--- src/rtl/hamming_pkg.sv ---
// Shared definitions for the extended-Hamming (SECDED) blocks: codeword layout helpers,
// the parity-width sufficiency check and the error classification encoding.
`ifndef HAMMING_PKG_SV
`define HAMMING_PKG_SV

// True when PW Hamming parity bits can cover DW data bits plus the overall parity bit.
`define HAMMING_PAR_W_OK(dw, pw) ((2 ** (pw)) >= ((dw) + (pw) + 1))

package hamming_pkg;

  typedef enum logic [1:0] {
    CLS_CLEAN  = 2'd0,
    CLS_SINGLE = 2'd1,
    CLS_DOUBLE = 2'd2
  } err_class_e;

  function automatic bit is_pow2(input int unsigned v);
    return (v != 0) && ((v & (v - 1)) == 0);
  endfunction

  // Data bits fill the non-power-of-two Hamming positions in ascending order.
  function automatic int unsigned pos_to_data_idx(input int unsigned pos);
    int unsigned idx;
    idx = 0;
    for (int unsigned q = 1; q < pos; q++) begin
      if (!is_pow2(q)) idx++;
    end
    return idx;
  endfunction

endpackage

`endif

--- src/rtl/hamming_syndrome.sv ---
// Combinational syndrome and overall-parity generator for an extended Hamming codeword.
module hamming_syndrome #(
  parameter  int DATA_W = 4,
  parameter  int PAR_W  = 3,
  localparam int N      = DATA_W + PAR_W + 1
) (
  input  logic [N-1:0]     cw,
  output logic [PAR_W-1:0] s,
  output logic             p
);

  if (!`HAMMING_PAR_W_OK(DATA_W, PAR_W)) begin : g_par_check
    $error("hamming_syndrome: PAR_W too small for DATA_W");
  end

  always_comb begin
    s = '0;
    for (int i = 1; i < N; i++) begin
      if (cw[i]) s = s ^ PAR_W'(i);
    end
    p = ^cw;
  end

endmodule

--- src/rtl/hamming_secded_decoder_pipe.sv ---
// Two-stage pipelined SECDED decoder with valid/ready stream, per-word correct/detect mode,
// error flags and saturating error counters.
module hamming_secded_decoder_pipe
  import hamming_pkg::*;
#(
  parameter  int DATA_W = 4,
  parameter  int PAR_W  = 3,
  parameter  int CNT_W  = 16,
  localparam int N      = DATA_W + PAR_W + 1
) (
  input  logic              clk,
  input  logic              rst,
  input  logic              in_valid,
  output logic              in_ready,
  input  logic [N-1:0]      in_cw,
  input  logic              in_select,
  output logic              out_valid,
  input  logic              out_ready,
  output logic [DATA_W-1:0] out_data,
  output logic              out_single,
  output logic              out_double,
  output logic [PAR_W-1:0]  out_syndrome,
  input  logic              cnt_clr,
  output logic [CNT_W-1:0]  cnt_single,
  output logic [CNT_W-1:0]  cnt_double
);

  if (!`HAMMING_PAR_W_OK(DATA_W, PAR_W)) begin : g_par_check
    $error("hamming_secded_decoder_pipe: PAR_W too small for DATA_W");
  end

  logic              s2_adv;
  logic              s1_adv;
  logic              out_hs;

  logic [PAR_W-1:0]  syn_in;
  logic              par_in;
  logic [DATA_W-1:0] raw_in;

  logic              s1_valid;
  logic [DATA_W-1:0] s1_data;
  logic [PAR_W-1:0]  s1_syn;
  logic              s1_par;
  logic              s1_mode;

  err_class_e        cls;
  logic              do_flip;
  logic [DATA_W-1:0] dec_data;

  assign s2_adv   = !out_valid || out_ready;
  assign s1_adv   = !s1_valid || s2_adv;
  assign in_ready = s1_adv;
  assign out_hs   = out_valid && out_ready;

  hamming_syndrome #(
    .DATA_W (DATA_W),
    .PAR_W  (PAR_W)
  ) u_syndrome (
    .cw (in_cw),
    .s  (syn_in),
    .p  (par_in)
  );

  // Only the data positions are carried forward; parity positions live on in the syndrome.
  always_comb begin
    raw_in = '0;
    for (int pos = 1; pos < N; pos++) begin
      if (!is_pow2(pos)) raw_in[pos_to_data_idx(pos)] = in_cw[pos];
    end
  end

  always_ff @(posedge clk) begin
    if (rst) begin
      s1_valid <= 1'b0;
      s1_data  <= '0;
      s1_syn   <= '0;
      s1_par   <= 1'b0;
      s1_mode  <= 1'b0;
    end else if (s1_adv) begin
      s1_valid <= in_valid;
      if (in_valid) begin
        s1_data <= raw_in;
        s1_syn  <= syn_in;
        s1_par  <= par_in;
        s1_mode <= in_select;
      end
    end
  end

  // A syndrome pointing past the last position can only come from a shortened code and
  // means at least two bits flipped.
  always_comb begin
    cls = CLS_CLEAN;
    if (!s1_par) begin
      cls = (s1_syn == '0) ? CLS_CLEAN : CLS_DOUBLE;
    end else if (int'(s1_syn) > N - 1) begin
      cls = CLS_DOUBLE;
    end else begin
      cls = CLS_SINGLE;
    end
  end

  assign do_flip = (cls == CLS_SINGLE) && s1_mode;

  always_comb begin
    dec_data = s1_data;
    for (int pos = 1; pos < N; pos++) begin
      if (!is_pow2(pos) && do_flip && (s1_syn == PAR_W'(pos))) begin
        dec_data[pos_to_data_idx(pos)] = ~s1_data[pos_to_data_idx(pos)];
      end
    end
  end

  always_ff @(posedge clk) begin
    if (rst) begin
      out_valid    <= 1'b0;
      out_data     <= '0;
      out_single   <= 1'b0;
      out_double   <= 1'b0;
      out_syndrome <= '0;
    end else if (s2_adv) begin
      out_valid <= s1_valid;
      if (s1_valid) begin
        out_data     <= dec_data;
        out_single   <= (cls == CLS_SINGLE);
        out_double   <= (cls == CLS_DOUBLE);
        out_syndrome <= s1_syn;
      end
    end
  end

  // Clear wins over a same-cycle delivery; counts stick at all-ones.
  always_ff @(posedge clk) begin
    if (rst || cnt_clr) begin
      cnt_single <= '0;
      cnt_double <= '0;
    end else if (out_hs) begin
      if (out_single && (cnt_single != '1)) cnt_single <= cnt_single + CNT_W'(1);
      if (out_double && (cnt_double != '1)) cnt_double <= cnt_double + CNT_W'(1);
    end
  end

endmodule
--- config.mk ---
export PLATFORM = sky130hd
export DESIGN_NAME = hamming_secded_decoder_pipe
export DESIGN_NICKNAME = d
export VERILOG_FILES = /design/src/rtl/hamming_pkg.sv /design/src/rtl/hamming_syndrome.sv /design/src/rtl/hamming_secded_decoder_pipe.sv
export SDC_FILE = /design/constraint.sdc
export NUM_CORES = 1
export LEC_CHECK = 0
export CAP_MARGIN = 20
export CORE_UTILIZATION = 53
export CTS_CLUSTER_DIAMETER = 200
export DETAILED_ROUTE_END_ITERATION = 10
export PLACE_DENSITY = 0.84
export SLEW_MARGIN = 20
export SYNTH_ARGS = -nofsm -noshare
export SYNTH_HDL_FRONTEND = slang
export SYNTH_SLANG_ARGS = --single-unit
--- constraint.sdc ---
create_clock -name clk -period 2.6 [get_ports clk]
set_input_delay 0.65 -clock clk [delete_from_list [all_inputs] [get_ports clk]]
set_output_delay 0.65 -clock clk [all_outputs]
set_load 0.02 [all_outputs]
# Word-level counts from Yosys, hierarchy flattened

Cells that the tools add are included.

Add/subtract/negate cells: 5
Order comparisons: 6
Equality and inequality tests: 8
Mux-type cells: 34
Bitwise gates (word level): 10
Reductions and logical operators: 22

Operators by type and width:

| kind                                                                           | count |
|---|---|
| 32-bit 2-to-1 mux                                                              | 6 |
| 32-bit by 1-bit adder with 32-bit output (second input constant)               | 3 |
| 32-bit by 1-bit >= comparator with 1-bit output (second input constant)        | 3 |
| 32-bit by 3-bit less-than comparator with 1-bit output (second input constant) | 3 |
| 16-bit by 1-bit adder with 16-bit output (second input constant)               | 2 |
| 16-bit inequality test (second input constant)                                 | 2 |
| 4-bit bitwise mux                                                              | 3 |
| 3-bit 2-to-1 mux                                                               | 4 |
| 4-bit 2-to-1 mux                                                               | 3 |
| 1-bit logical AND                                                              | 11 |
| 3-bit equality test (second input constant)                                    | 3 |
| 1-bit 2-to-1 mux                                                               | 8 |
| 2-bit 2-to-1 mux                                                               | 4 |
| 2-bit AND reduction                                                            | 4 |
| 8-bit XOR reduction                                                            | 1 |
| 1-bit binary-select mux with 2-bit select                                      | 3 |
| 1-bit demux with 2-bit select                                                  | 3 |
| 2-bit NOT                                                                      | 3 |
| 1-bit NOT                                                                      | 4 |
| 3-bit by 2-bit equality test with 1-bit output (second input constant)         | 1 |
| 3-bit zero test                                                                | 1 |
| 1-bit logical OR                                                               | 3 |
| 3-bit NOT                                                                      | 1 |
| 2-bit by 1-bit equality test with 1-bit output (second input constant)         | 1 |
| 3 further kinds                                                                | 5 |

Register bits: 52
Input bits: 14
Output and inout bits: 43
Logic and storage cells: 97

# Longest topological paths before layout

Word-level depth: 17
Mapped depth: 6
Mapped depth without buffers: 5

# Modules after synthesis

From an unflattened synthesis, not the netlist that was laid out.

Cells, all modules: 315
Area total of the unflattened synthesis: 2593.7 um^2

Modules (own cells, without submodules):

| module                      | times used | cells an instance | area an instance (um^2) | seq. area each (um^2) |
|---|---|---|---|---|
| hamming_secded_decoder_pipe | 1          | 304               | 2489.9                  | 1041.0 |
| hamming_syndrome            | 1          | 11                | 103.8                   | 0.0 |

# Worst setup path after synthesis

No wires, ideal clock.

Path type: in2reg
Start: input out_ready
End: register cnt_double[9]
Library setup time: 70 ps
Arrival time: 1897 ps
Data required time: 2530 ps
Path slack: 633 ps
Stages: 5
Path buffers: 1
Cell sequence: nand3_1 -> buf_2 -> or3_1 -> or4_1 -> a21oi_1

Cells in the longest elaborated chain, start to end: 2

RTL lines:

| element                              | RTL line                           | text |
|---|---|---|
| from (decl)                          | hamming_secded_decoder_pipe.sv:18  | `input logic out_ready,` |
| 1-bit logical AND                    | hamming_secded_decoder_pipe.sv:53  | `assign out_hs = out_valid && out_ready;` |
| 2-bit AND reduction (no source line) | -                                  |  |
| to (signal assigned)                 | hamming_secded_decoder_pipe.sv:139 | `if (out_double && (cnt_double != '1)) cnt_double <= cnt_double + CNT_W'(1);` |
| to (decl)                            | hamming_secded_decoder_pipe.sv:25  | `output logic [CNT_W-1:0] cnt_double` |

No other way between the ends.
A chain may end at the register's enable or synchronous reset.

# Worst setup path after layout

Start: input out_ready
End: output in_ready

Cells in the longest elaborated chain, start to end: 2

RTL lines:

| element          | RTL line                          | text |
|---|---|---|
| 1-bit logical OR | hamming_secded_decoder_pipe.sv:50 | `assign s2_adv = !out_valid \|\| out_ready;` |
| 1-bit logical OR | hamming_secded_decoder_pipe.sv:51 | `assign s1_adv = !s1_valid \|\| s2_adv;` |
| to (decl)        | hamming_secded_decoder_pipe.sv:14 | `output logic in_ready,` |

No other way between the ends.

==> summary.txt <==
Outcome
  • Status: completed

Yosys
  • Synth Warn #: 0
  • Syn Nets: 311
  • Ys flop type: dfxtp_1
  • Sequential share of the synthesized area: 42.4%
  • Share of flip-flops with an asynchronous set or reset: 0%
  • Synthesized area: 0.00246 sq mm
  • #FFs+latches synth: 52
  • Count of cell types in the netlist: 36
  • Post-synth EDFFs: 0
  • Post-synthesis cell count: 295
  • Avg Cell Area, Syn: 8.33 sq um

Critical path
  • WS Path Type: input pin to output port
  • Crit path launch type: input pin
  • Critical Path Fanout Max: 4
  • Worst Path Required: 1950 ps
  • CP arrival: 1720 ps
  • Worst setup EP type: output port

Global route
  • Total GRT Usage: 23.4%
  • Pin count of the biggest net entering global routing: 29
  • Vias in the first global route: 2165
  • First-pass GRT wire length: 9540 um
  • Antenna violations before repair: 0
  • GR Overflow Total: 0

Layout
  • Most frequent cells in the layout: clkdlybuf4s50_1 (55), dfxtp_1 (52), a21oi_1 (39), nand2_1 (34), or3_1 (17)
  • Share of cells above drive strength 1: 5.35%
  • Nets: 371
  • Leading cell type in the layout, fill and taps excluded: clkdlybuf4s50_1
  • Area grow syn2layout: 29.4%
  • # diodes: 0

STA
  • Max Freq: 422 MHz
  • Pins over their slew limit: 0
  • Worst-Margin Slew: 801 ps
  • Final period utilization: 91.2%
  • Final Setup Violations: 0
  • Unrepaired setup endpoints after global routing: no
  • Rel. slew slack: 46.2%
  • Fin. Hold Viols: 0
  • Fin crit period: 2370 ps
  • Setup TNS after final layout: 0 ps
  • Final Skew: 6.62 ps

Clocking
  • Clock transition at path regs: 90 ps
  • Clk buf depth: 2
  • Sink Count: 52
  • CTS Buf Count: 5
  • Root buffer cell: clkbuf_8
  • Hold buffers post-CTS: 0
  • CTS tree: built
  • H-tree lvl count: 2
  • Clk_lat worst skew: 300 ps

Drt
  • Post-DR wirelength/cell: 13.6 um
  • DRC: 0
  • Drt total wl: 5530 um
  • Drt initial violations: 135
  • Via density: 6.00
  • Post-route antenna net violation count: 0
  • First-pass detailed-route iteration total: 4
  • DR vias: 2442

Power
  • Power Density: 446 mW/mm^2
  • Peak supply drop: 346 uV
  • Tot Pwr: 0.00142 W
  • Leakage power: 0.989 nW

Die
  • # IOs: 57
  • Die footprint: 0.00491 sq mm
  • Core area: 0.00441 sq mm
  • Initial Util: 55.6%
  • Die H: 70.1 um
  • Num rows: 24
  • Die X: 70.1 um

Job
  • Max Cap Viol: 0

Place
  • I/O Buffers: 56
  • Placer's final routability congestion estimate: 0.871
  • Post-DP HPWL: 4110 um

Min path
  • Hold crit path type: flip-flop to flip-flop
[where the power goes]
group | internal (W) | switching, W
sequential | 0.000817 | 0.0000203
combinational | 0.0000712 | 0.0000713
clock | 0.000183 | 0.000256
[final cells by class]
| cell class | count | area [sq um] |
|---|---|---|
| timing repair buffer | 64 | 619 |
| multi-input combinational | 228 | 1360 |
| fill | 358 | 1240 |
| sequential | 52 | 1040 |
| clock buffer | 5 | 68.8 |
| clock inverter | 2 | 12.5 |
| tap | 52 | 65.1 |
| inverter | 4 | 15.0 |
[Yosys cell counts, types with 2 or more instances]
cell type / instances / area, sq um
nand3_1: 13 / 65.1
a211oi_1: 7 / 52.6
dfxtp_1: 52 / 1040
o41ai_1: 2 / 17.5
a21oi_1: 39 / 195
xnor2_1: 9 / 78.8
nor3_1: 6 / 30.0
nand4_1: 12 / 75.1
o21a_1: 2 / 15.0
or3_1: 17 / 106
or4_1: 11 / 82.6
inv_1: 4 / 15.0
nand2b_1: 2 / 12.5
and4_1: 4 / 35.0
o31ai_1: 11 / 82.6
ha_1: 2 / 25.0
and2_1: 2 / 12.5
nor3b_1: 2 / 15.0
o21ai_0: 15 / 75.1
nand2_1: 34 / 128
buf_2: 2 / 10.0
xor2_1: 7 / 61.3
o311ai_0: 2 / 17.5
nor2_1: 14 / 52.6
and3_1: 5 / 31.3
clkbuf_1: 9 / 33.8
[path summary, 6_finish.rpt]
check | startpoint | end | slack, ps | depth (start not counted)
worst max-delay path | out_ready | in_ready | 230 | 3
worst min register to register | out_syndrome[1] | out_syndrome[1] | 470 | 2
worst min-delay path | out_syndrome[1] | out_syndrome[1] | 470 | 2
worst max register to register | cnt_double[5] | cnt_double[13] | 690 | 4
[flip-flops by register name, summed over array words and instances, names as in the netlist]
| name | count |
|---|---|
| out_single | 1 |
| s1_syn | 3 |
| s1_par | 1 |
| out_syndrome | 3 |
| s1_data | 4 |
| cnt_double | 16 |
| s1_mode | 1 |
| out_data | 4 |
| s1_valid | 1 |
| out_double | 1 |
| out_valid | 1 |
| cnt_single | 16 |
[worst max-delay path, stage by stage]
cell and delay, ps:
clkdlybuf4s50_1 520, nand3b_1 200, dlygate4sd2_1 360
[cell families after synthesis]
group | Yosys count | synth area share (%)
AOI/OAI and AO/OA | 81 | 19.6
DFF | 52 | 42.4
buffers and inverters | 15 | 2.39
xor gates and xnor gates | 16 | 5.71
and+or+nand+nor | 129 | 28.9
adders and majority gates | 2 | 1.02
[per-layer routing]
metal | part of all wire [%] | wire length [um] | GRT usage [%]
met1 | 45 | 2510 | 30.2
met5 | 0 | 0 | 0
met3 | 4.6 | 255 | 4.91
met4 | 0.62 | 34 | 5.78
met2 | 49 | 2720 | 39.7
[through the flow]
stage	cells	util, %	hold slack [ps]	instance area, sq um	setup slack (ps)
floorplan	295	-	446	2460	633
global placement	400	70.2	447	3100	-36.6
detailed placement	400	70.2	452	3100	-41.5
CTS	407	72.0	465	3180	226
global route	407	72.0	498	3180	172
finish	407	72.0	465	3180	228
[timing repair]
action	4_1_cts	5_1_grt
resized for setup	1	0
setup endpoints to repair	1	0
buffers inserted	0	0
No activity file was read; power rests on OpenSTA's default activity.
